## src/rtl/button_event_arbiter_if.sv

```systemverilog
`default_nettype none
// +--------------------------------------------------------------------------+
// | button_event_arbiter_if                                                  |
// | Valid/ready event port carrying the index of the button that was pressed.|
// | Rev 1.0                                                                  |
// +--------------------------------------------------------------------------+
interface button_event_arbiter_if #(
  parameter int IDW = 3
);
  logic           evt_valid;
  logic           evt_ready;
  logic [IDW-1:0] evt_id;

  modport master (output evt_valid, output evt_id, input evt_ready);
  modport slave  (input evt_valid, input evt_id, output evt_ready);
endinterface
`default_nettype wire

```

## src/rtl/button_event_arbiter.sv

```systemverilog
`default_nettype none
// +--------------------------------------------------------------------------+
// | button_event_arbiter                                                     |
// | Synchronises and debounces N_BTN push-buttons, latches press events and  |
// | serialises them round-robin onto one valid/ready port. Optional press    |
// | auto-repeat is enabled by defining BTN_REPEAT_EN.                        |
// | Rev 1.0                                                                  |
// +--------------------------------------------------------------------------+
module button_event_arbiter #(
  parameter int N_BTN     = 5,
  parameter int TICK_DIV  = 100000,
  parameter int DEB_TICKS = 8,
  parameter int REP_DELAY = 500,
  parameter int REP_RATE  = 100
) (
  input  logic                   clk,
  input  logic                   rst_n,
  input  logic [N_BTN-1:0]       btn_raw_i,
  output logic [N_BTN-1:0]       btn_level_o,
  button_event_arbiter_if.master evt,
  output logic                   ovf_o,
  input  logic                   ovf_clr_i
);
  localparam int IDW = $clog2(N_BTN);
  localparam int PW  = (TICK_DIV  > 1) ? $clog2(TICK_DIV)  : 1;
  localparam int DCW = (DEB_TICKS > 1) ? $clog2(DEB_TICKS) : 1;

  if (N_BTN < 2 || TICK_DIV < 2 || DEB_TICKS < 1 || REP_DELAY < 1 || REP_RATE < 1)
  begin : g_param_check
    $error("button_event_arbiter: illegal parameter value");
  end

  typedef enum logic [0:0] {
    S_IDLE  = 1'b0,
    S_VALID = 1'b1
  } state_t;

  logic [N_BTN-1:0] sync1_q, sync2_q;
  logic [N_BTN-1:0] level_q, level_d;
  logic [N_BTN-1:0] pending_q, pending_d;
  logic [N_BTN-1:0] press_deb, press;
  logic [N_BTN-1:0] grant_vec;
  logic [DCW-1:0]   deb_cnt_q [N_BTN];
  logic [DCW-1:0]   deb_cnt_d [N_BTN];
  logic [PW-1:0]    presc_q, presc_d;
  logic             tick;
  logic             ovf_q, ovf_d;
  state_t           state_q, state_d;
  logic [IDW-1:0]   id_q, id_d;
  logic [IDW-1:0]   rr_q, rr_d;
  logic [IDW-1:0]   grant_idx;
  logic             grant_found;
  logic             grant_now;

  assign tick    = (presc_q == PW'(TICK_DIV - 1));
  assign presc_d = tick ? '0 : presc_q + 1'b1;

  always_comb begin
    level_d   = level_q;
    press_deb = '0;
    for (int i = 0; i < N_BTN; i++) begin
      deb_cnt_d[i] = deb_cnt_q[i];
      if (tick) begin
        if (sync2_q[i] == level_q[i]) begin
          deb_cnt_d[i] = '0;
        end else if (deb_cnt_q[i] == DCW'(DEB_TICKS - 1)) begin
          level_d[i]   = sync2_q[i];
          deb_cnt_d[i] = '0;
          press_deb[i] = sync2_q[i];
        end else begin
          deb_cnt_d[i] = deb_cnt_q[i] + 1'b1;
        end
      end
    end
  end

`ifdef BTN_REPEAT_EN
  localparam int RMAX = (REP_DELAY > REP_RATE) ? REP_DELAY : REP_RATE;
  localparam int RCW  = $clog2(RMAX + 1);

  logic [RCW-1:0]   rep_cnt_q [N_BTN];
  logic [RCW-1:0]   rep_cnt_d [N_BTN];
  logic [N_BTN-1:0] rep_first_q, rep_first_d;
  logic [N_BTN-1:0] press_rep;

  // Gating on level_d stops a repeat from firing on the very tick the release is accepted.
  always_comb begin
    rep_first_d = rep_first_q;
    press_rep   = '0;
    for (int i = 0; i < N_BTN; i++) begin
      rep_cnt_d[i] = rep_cnt_q[i];
      if (press_deb[i] || !level_d[i]) begin
        rep_cnt_d[i]   = '0;
        rep_first_d[i] = 1'b1;
      end else if (tick) begin
        if (rep_first_q[i] && rep_cnt_q[i] == RCW'(REP_DELAY - 1)) begin
          press_rep[i]   = 1'b1;
          rep_cnt_d[i]   = '0;
          rep_first_d[i] = 1'b0;
        end else if (!rep_first_q[i] && rep_cnt_q[i] == RCW'(REP_RATE - 1)) begin
          press_rep[i] = 1'b1;
          rep_cnt_d[i] = '0;
        end else begin
          rep_cnt_d[i] = rep_cnt_q[i] + 1'b1;
        end
      end
    end
  end

  always_ff @(posedge clk or negedge rst_n) begin
    if (!rst_n) begin
      rep_first_q <= '1;
      for (int i = 0; i < N_BTN; i++) rep_cnt_q[i] <= '0;
    end else begin
      rep_first_q <= rep_first_d;
      for (int i = 0; i < N_BTN; i++) rep_cnt_q[i] <= rep_cnt_d[i];
    end
  end

  assign press = press_deb | press_rep;
`else
  assign press = press_deb;
`endif

  always_comb begin
    logic [IDW-1:0] cand;
    int             j;
    grant_found = 1'b0;
    grant_idx   = '0;
    for (int k = 0; k < N_BTN; k++) begin
      j = int'(rr_q) + k;
      if (j >= N_BTN) j = j - N_BTN;
      cand = IDW'(j);
      if (!grant_found && pending_q[cand]) begin
        grant_found = 1'b1;
        grant_idx   = cand;
      end
    end
  end

  always_comb begin
    state_d   = state_q;
    id_d      = id_q;
    rr_d      = rr_q;
    grant_now = 1'b0;
    case (state_q)
      S_IDLE: begin
        if (grant_found) begin
          grant_now = 1'b1;
          id_d      = grant_idx;
          rr_d      = (grant_idx == IDW'(N_BTN - 1)) ? '0 : grant_idx + 1'b1;
          state_d   = S_VALID;
        end
      end
      S_VALID: begin
        if (evt.evt_ready) state_d = S_IDLE;
      end
    endcase
  end

  // A press landing on the grant cycle of the same button re-arms pending without overflow.
  assign grant_vec = grant_now ? (N_BTN'(1) << grant_idx) : '0;
  assign pending_d = (pending_q & ~grant_vec) | press;
  assign ovf_d     = (ovf_q & ~ovf_clr_i) | (|(press & pending_q & ~grant_vec));

  always_ff @(posedge clk or negedge rst_n) begin
    if (!rst_n) begin
      sync1_q   <= '0;
      sync2_q   <= '0;
      level_q   <= '0;
      pending_q <= '0;
      presc_q   <= '0;
      ovf_q     <= 1'b0;
      state_q   <= S_IDLE;
      id_q      <= '0;
      rr_q      <= '0;
      for (int i = 0; i < N_BTN; i++) deb_cnt_q[i] <= '0;
    end else begin
      sync1_q   <= btn_raw_i;
      sync2_q   <= sync1_q;
      level_q   <= level_d;
      pending_q <= pending_d;
      presc_q   <= presc_d;
      ovf_q     <= ovf_d;
      state_q   <= state_d;
      id_q      <= id_d;
      rr_q      <= rr_d;
      for (int i = 0; i < N_BTN; i++) deb_cnt_q[i] <= deb_cnt_d[i];
    end
  end

  assign btn_level_o   = level_q;
  assign ovf_o         = ovf_q;
  assign evt.evt_valid = (state_q == S_VALID);
  assign evt.evt_id    = id_q;
endmodule
`default_nettype wire
```

## src/flat_wrapper.sv

```systemverilog
// flat-port wrapper written by rule: the top's interface ports become plain ports
module button_event_arbiter_flat 
#(
  parameter int N_BTN     = 5,
  parameter int TICK_DIV  = 100000,
  parameter int DEB_TICKS = 8,
  parameter int REP_DELAY = 500,
  parameter int REP_RATE  = 100
)
  (clk, rst_n, btn_raw_i, btn_level_o, ovf_o, ovf_clr_i, evt_evt_valid, evt_evt_id, evt_evt_ready);
  button_event_arbiter_if evt_i ();
  input  logic clk;
  input  logic rst_n;
  input  logic [N_BTN-1:0] btn_raw_i;
  output logic [N_BTN-1:0] btn_level_o;
  output logic ovf_o;
  input  logic ovf_clr_i;
  output wire logic [$bits(evt_i.evt_valid)-1:0] evt_evt_valid;
  output wire logic [$bits(evt_i.evt_id)-1:0] evt_evt_id;
  input wire logic [$bits(evt_i.evt_ready)-1:0] evt_evt_ready;
  assign evt_evt_valid = evt_i.evt_valid;
  assign evt_evt_id = evt_i.evt_id;
  assign evt_i.evt_ready = evt_evt_ready;
  button_event_arbiter #(.N_BTN(N_BTN), .TICK_DIV(TICK_DIV), .DEB_TICKS(DEB_TICKS), .REP_DELAY(REP_DELAY), .REP_RATE(REP_RATE)) u_core (.clk(clk), .rst_n(rst_n), .btn_raw_i(btn_raw_i), .btn_level_o(btn_level_o), .evt(evt_i), .ovf_o(ovf_o), .ovf_clr_i(ovf_clr_i));
endmodule
```

## config.mk

```make
export PLATFORM = sky130hd
export DESIGN_NAME = button_event_arbiter_flat
export DESIGN_NICKNAME = d
export VERILOG_FILES = /design/src/rtl/button_event_arbiter_if.sv /design/src/rtl/button_event_arbiter.sv /design/src/flat_wrapper.sv
export SDC_FILE = /design/constraint.sdc
export NUM_CORES = 1
export LEC_CHECK = 0
export CORE_ASPECT_RATIO = 0.6
export CORE_MARGIN = 2
export CORE_UTILIZATION = 66
export CTS_CLUSTER_DIAMETER = 30
export DETAILED_ROUTE_END_ITERATION = 7
export PLACE_DENSITY = 0.83
export SYNTH_ARGS = -nofsm -noshare
export SYNTH_HDL_FRONTEND = slang
export SYNTH_SLANG_ARGS = --single-unit
export TNS_END_PERCENT = 10
```

## constraint.sdc

```tcl
create_clock -name clk -period 11.29 [get_ports clk]
set_input_delay 1.129 -clock clk [delete_from_list [all_inputs] [get_ports clk]]
set_output_delay 1.129 -clock clk [all_outputs]
set_load 0.005 [all_outputs]
```

Word level (Yosys, flattened, before mapping)
Cells that the tools add are included.
{"block": "op_classes", "bitwise": 14, "n_shift": 1, "mux": 57, "reduce_logical": 15, "eq_ne": 12, "n_addsub": 16, "magnitude_cmp": 10}
{"operator": "3-bit 2-to-1 mux", "count": 21}
{"operator": "1-bit 2-to-1 mux", "count": 28}
{"operator": "3-bit by 4-bit less-than comparator with 1-bit output, second input constant", "count": 5}
{"operator": "3-bit by 1-bit adder with 3-bit output, second input constant", "count": 6}
{"operator": "3-bit equality test, second input constant", "count": 6}
{"operator": "17-bit by 1-bit adder with 17-bit output, second input constant", "count": 1}
{"operator": "17-bit equality test, second input constant", "count": 1}
{"operator": "17-bit 2-to-1 mux", "count": 1}
{"operator": "4-bit by 3-bit >= comparator with 1-bit output, second input constant", "count": 4}
{"operator": "5-bit bitwise AND", "count": 3}
{"operator": "1-bit binary-select mux with 3-bit select", "count": 5}
{"operator": "3-bit AND reduction", "count": 5}
{"operator": "3-bit subtractor, second input constant", "count": 5}
{"operator": "3-bit by 2-bit adder with 4-bit output, second input constant", "count": 2}
{"operator": "1-bit inverter", "count": 7}
{"operator": "1-bit equality test", "count": 5}
{"operator": "5-bit 2-to-1 mux", "count": 1}
{"operator": "5-bit inverter", "count": 1}
{"operator": "5-bit bitwise OR", "count": 1}
{"operator": "5-bit OR reduction", "count": 1}
{"operator": "1-bit by 3-bit left shift with 5-bit output, first input constant", "count": 1}
{"operator": "3-bit by 1-bit adder with 4-bit output, second input constant", "count": 1}
{"operator": "3-bit by 3-bit adder with 4-bit output, second input constant", "count": 1}
{"operator": "1-bit logical AND", "count": 4}
{"operator": "other kinds (6)", "count": 9}
{"block": "totals", "wordCells": 143, "register_bits": 60}

Depth between registers and ports, before layout
{"block": "depth", "word_depth": 24, "depth_mapped": 21}

Worst setup path before layout
OpenSTA, ideal clock, no wires.
{"block": "synth_timing", "path_kind": "reg2reg", "start": "register u_core.rr_q[0]", "end": "register u_core.rr_q[2]", "arrival_time_ns": 3.816, "synth_period_minus_slack_ns": 3.891, "required_time_ns": 11.216, "path_stages_with_launch": 18, "slack_ns": 7.399, "cell_sequence": "dfrtp_1 buf_6 inv_1 ha_1 inv_1 fa_1 clkbuf_1 a211o_1 a22oi_1 a31oi_2 or4_1 a21oi_1 a2bb2oi_1 o31a_1 ha_1 ha_1 or3_1 o21ai_2"}
{"block": "synth_via", "elab_chain_cells": 19, "elab_cells_between_ends": 51, "classes_between": "10 x add/sub; 5 x order compare; 1 x eq/ne; 26 x mux; 9 x reduce/logical"}
{"item": "from (decl)", "line": "button_event_arbiter.sv:50", "text": "logic [IDW-1:0] rr_q, rr_d;"}
{"item": "from (signal assigned)", "line": "button_event_arbiter.sv:187", "text": "rr_q <= rr_d;"}
{"item": "parallel branches: the longest is 16 deep, another holds 3-bit by 1-bit adder with 4-bit output"}
{"item": "3-bit 2-to-1 mux *", "line": "button_event_arbiter.sv:134", "text": "if (!grant_found && pending_q[cand]) begin"}
{"item": "net u_core.grant_idx[1]", "line": "button_event_arbiter.sv:51", "text": "logic [IDW-1:0] grant_idx;"}
{"item": "3-bit by 1-bit adder with 3-bit output / 3-bit equality test (equally long branches)", "line": "button_event_arbiter.sv:151", "text": "rr_d = (grant_idx == IDW'(N_BTN - 1)) ? '0 : grant_idx + 1'b1;"}
{"item": "3-bit 2-to-1 mux *", "line": "button_event_arbiter.sv:151"}
Mark *: on every way through the listed nets, which the timed path passes. The select of a mux whose other input is x is not followed.
A chain may end at the register's enable or synchronous reset.

Worst setup path after layout
{"block": "layout_timing", "start": "register u_core.rr_q[1]", "end": "register u_core.ovf_q, in the netlist u_core.ovf_o"}
{"block": "layout_via", "elab_cells_between_ends": 55, "classes_between": "9 x add/sub; 5 x order compare; 1 x shift; 28 x mux; 3 x bitwise; 9 x reduce/logical"}
{"item": "parallel branches: the longest is 16 deep, another holds 3-bit by 1-bit adder with 4-bit output"}
{"item": "3-bit 2-to-1 mux *", "line": "button_event_arbiter.sv:134"}
{"item": "net u_core.grant_idx[1]", "line": "button_event_arbiter.sv:51"}
{"item": "1-bit by 3-bit left shift with 5-bit output *", "line": "button_event_arbiter.sv:162", "text": "assign grant_vec = grant_now ? (N_BTN'(1) << grant_idx) : '0;"}
{"item": "5-bit 2-to-1 mux *", "line": "button_event_arbiter.sv:162"}
{"item": "5-bit inverter *", "line": "button_event_arbiter.sv:164", "text": "assign ovf_d = (ovf_q & ~ovf_clr_i) | (|(press & pending_q & ~grant_vec));"}
{"item": "5-bit bitwise AND *", "line": "button_event_arbiter.sv:164"}
{"item": "5-bit OR reduction *", "line": "button_event_arbiter.sv:164"}
{"item": "1-bit bitwise OR *", "line": "button_event_arbiter.sv:164"}
{"item": "net u_core.ovf_d", "line": "button_event_arbiter.sv:47", "text": "logic ovf_q, ovf_d;"}
{"item": "to (signal assigned)", "line": "button_event_arbiter.sv:184", "text": "ovf_q <= ovf_d;"}
{"item": "to (decl)", "line": "button_event_arbiter.sv:47"}
Marked as above.

==> flow_metrics.py <==
metrics = {
    "run_status": {
        "status": "complete, no violations",
    },
    "logic_synthesis": {
        "yosysWarnings": 0,
        "syn_area_per_cell_um2": 9.579,
        "yosysUniqueCellTypes": 75,
        "synth-seq-area-share": 0.3697,
        "synth_nets": 458,
        "synthFlopType": "dfrtp_1",
        "synth_area_leaders": "dfrtp_1 37%, ha_1 7.4%, mux2_2 4.7%",
        "yosysTopAreaCell": "dfrtp_1",
        "ys_seq_elements": 60,
        "syn_inst": 424,
        "async_reset_ff_frac": 1.000,
        "syn_area_um2": 4061,
        "synth_top_area_share": 0.3697,
        "synth_edf_count": 0,
    },
    "route": {
        "vias_per_cell": 6.333,
        "ant_nets": 0,
        "drtPass1Iterations": 5,
        "vias": 3331,
        "dr.first_iter.drc_count": 252,
        "totalWireLength_um": 9181,
        "wl_per_cell_um": 17.45,
        "drc": 0,
    },
    "floorplanning": {
        "num_io_pins": 19,
        "fp.dieH_um": 64.77,
        "rows": 22,
        "core_area_um2": 6028,
        "dieArea_um2": 6818,
        "die_w_um": 105.3,
        "initial_utilization": 0.6737,
    },
    "clocking": {
        "cts_buffers": 9,
        "cts_resized": 0,
        "clock-root-buffer": "clkbuf_8",
        "htreeDepth": 3,
        "cts_tree": "done",
        "post_cts_buffers": 0,
        "cts.sinks": 60,
        "hold_buffers": 0,
        "path_clk_slew_ns": 0.07,
        "clockBufferDepth": 2,
        "clkLatencyLatePin_ns": 0.34,
    },
    "placement": {
        "portBuffers": 18,
        "post-place-cells": 510,
        "place_hpwl_um": 6830,
        "placed_cell_area_um2": 4234,
        "place.gp.congestion": 1.024,
    },
    "layout": {
        "n_fill_cell": 410,
        "drive_gt1_frac": 0.1290,
        "layout_common_cells": "60 x dfrtp_1, 37 x nand2_1, 31 x nor2_1",
        "nets": 471,
        "finalInstanceArea_um2": 4434,
        "layout_commonest_cell": "dfrtp_1",
        "areaGrowthSynthToFinish_pct": 9.180,
        "multi_input_area_um2": 2332,
        "diodes": 0,
        "register_area_um2": 1501,
        "stdcell_count": 526,
    },
    "worst_setup_path": {
        "end_kind": "register",
        "path_class": "reg -> reg",
        "required_ns": 11.49,
        "cp.arrival_ns": 4.77,
        "cp-start-kind": "register",
        "crit_fanout": 16,
    },
    "power": {
        "switching_share": 0.2254,
        "max-vdd-ir-drop_mv": 0.09597,
        "combPwrFrac": 0.022,
        "leakage_nw": 1.959,
        "internal_power_mw": 0.3233,
        "pwr-share-seq": 0.522,
        "pwr_density_cell_nw_per_um2": 94.14,
        "clock_power_share": 0.456,
        "power_mw": 0.4174,
        "power.switching_mw": 0.09410,
    },
    "grt": {
        "use_met3": 0.1187,
        "grt_pass1_vias": 3032,
        "grtUsageMet2": 0.4048,
        "grt_max_degree": 53,
        "antenna_found_initial": 0,
        "busiest_layer": "met1",
        "grt_pass1_wl_um": 15150,
        "grt_usage": 0.2913,
        "globalRouteMet1Util": 0.4216,
        "overflow": 0,
    },
    "sta": {
        "tightest_slew_ns": 0.6202,
        "fin_crit_ns": 4.568,
        "skew_ns": 0.006398,
        "setup_tns_ns": 0,
        "period_share": 0.4046,
        "fmax_ghz": 0.2189,
        "slew_headroom": 0.5865,
        "setup_viol_count_final": 0,
        "hold_viol_final": 0,
        "finalMaxSlewViolations": 0,
        "timing.hold.ws_ns": 0.3478,
        "rsz0062_at_grt": "false",
    },
    "job": {
        "maxCapViolations": 0,
    },
    "worst_hold_path": {
        "hp-class": "reg -> reg",
    },
}
final timing paths:
check / startpoint / endpoint / slack (ns) / depth (start not counted)
setup / recovery: u_core.rr_q[1]$_DFFE_PN0N_ / u_core.ovf_o$_DFF_PN0_ / 6.72 / 16
hold reg to reg: u_core.sync1_q[3]$_DFF_PN0_ / u_core.sync2_q[3]$_DFF_PN0_ / 0.35 / 0
hold / removal: u_core.sync1_q[3]$_DFF_PN0_ / u_core.sync2_q[3]$_DFF_PN0_ / 0.35 / 0
min in group asynchronous: rst_n / u_core.ovf_o$_DFF_PN0_ / 0.62 / 1
max in group asynchronous: rst_n / u_core.presc_q[7]$_DFF_PN0_ / 9.81 / 2
setup reg to reg: u_core.rr_q[1]$_DFFE_PN0N_ / u_core.ovf_o$_DFF_PN0_ / 6.72 / 16
metal layers:
layer  wire length [um]  up-vias  share of wire
met3               1122       14           0.12
met1               4238     1586           0.46
li1                   -     1542              -
met4                127        0          0.014
met2               3693      189           0.40
met5                  0        -              0
sequential cells by signal (all words and copies together), names as in the netlist:
register	count
u_core.sync2_q	5
u_core.ovf_o	1
u_core.deb_cnt_q	15
u_core.pending_q	5
u_core.sync1_q	5
u_core.rr_q	3
u_core.evt.evt_valid	1
u_core.evt.evt_id	3
u_core.presc_q	17
u_core.btn_level_o	5
synthesized netlist by cell type (all sizes together), types with 3 or more instances:
master / count
ha: 24
and3: 3
nand4: 6
xnor2: 16
a21oi: 12
dfrtp: 60
nand3: 11
clkbuf: 6
inv: 26
nor4: 5
a211oi: 8
nand2b: 11
nand3b: 6
xor2: 9
nor3: 10
a31oi: 3
and2: 4
nor2b: 9
mux2: 17
nand2: 38
o31ai: 4
and4: 6
or3: 5
buf: 13
a211o: 5
nor2: 32
o21ai: 27
cell families after synthesis:
family | after synthesis | synth area share
mux | 20 | 0.05853
fa+ha+maj | 25 | 0.07887
buf+inv | 45 | 0.05668
flops | 60 | 0.3697
compound gates | 92 | 0.1722
simple gates | 157 | 0.2101
xor+xnor | 25 | 0.05391
stage by stage:
| stage | util | setup WS (ns) |
|---|---|---|
| 5_1_grt | 0.7356 | 6.411 |
| 2_1_floorplan | - | 7.399 |
| 3_3_place_gp | 0.7024 | 7.032 |
| 6_report | 0.7356 | 6.722 |
| 3_5_place_dp | 0.7024 | 6.895 |
| 4_1_cts | 0.7356 | 6.841 |
cell type report:
| type | count | share of cell area |
|---|---|---|
| clock buffers | 9 | 0.02793 |
| clock inverters | 7 | 0.01721 |
| inverters | 26 | 0.02201 |
| multi-input cells | 319 | 0.5260 |
| flip-flops and latches | 60 | 0.3386 |
| well taps | 84 | 0.02370 |
| repair buffers | 21 | 0.04458 |
critical path, stage by stage, from the launching register on:
cell      delay [ns]
dfrtp_1         0.65
inv_1           0.25
ha_1            0.68
mux2_2          0.42
nand2_1         0.13
a31oi_1         0.11
o21a_1          0.19
or3_1           0.54
a211oi_1        0.35
o31a_1          0.25
ha_1            0.18
ha_1            0.17
inv_1           0.07
a21oi_1         0.12
nand2_1         0.07
a21oi_1         0.14
nand4b_1        0.12
power by group through the flow:
| stage | logic (mW) | registers, mW | clock network, mW |
|---|---|---|---|
| 2_1_floorplan | 0.00237 | 0.222 | 0 |
| 3_3_place_gp | 0.00957 | 0.222 | 0 |
| 3_5_place_dp | 0.00974 | 0.222 | 0 |
| 4_1_cts | 0.00977 | 0.218 | 0.194 |
| 5_1_grt | 0.0109 | 0.218 | 0.207 |
| 6_report | 0.00936 | 0.218 | 0.190 |
Power figures use the tool's default switching activity.
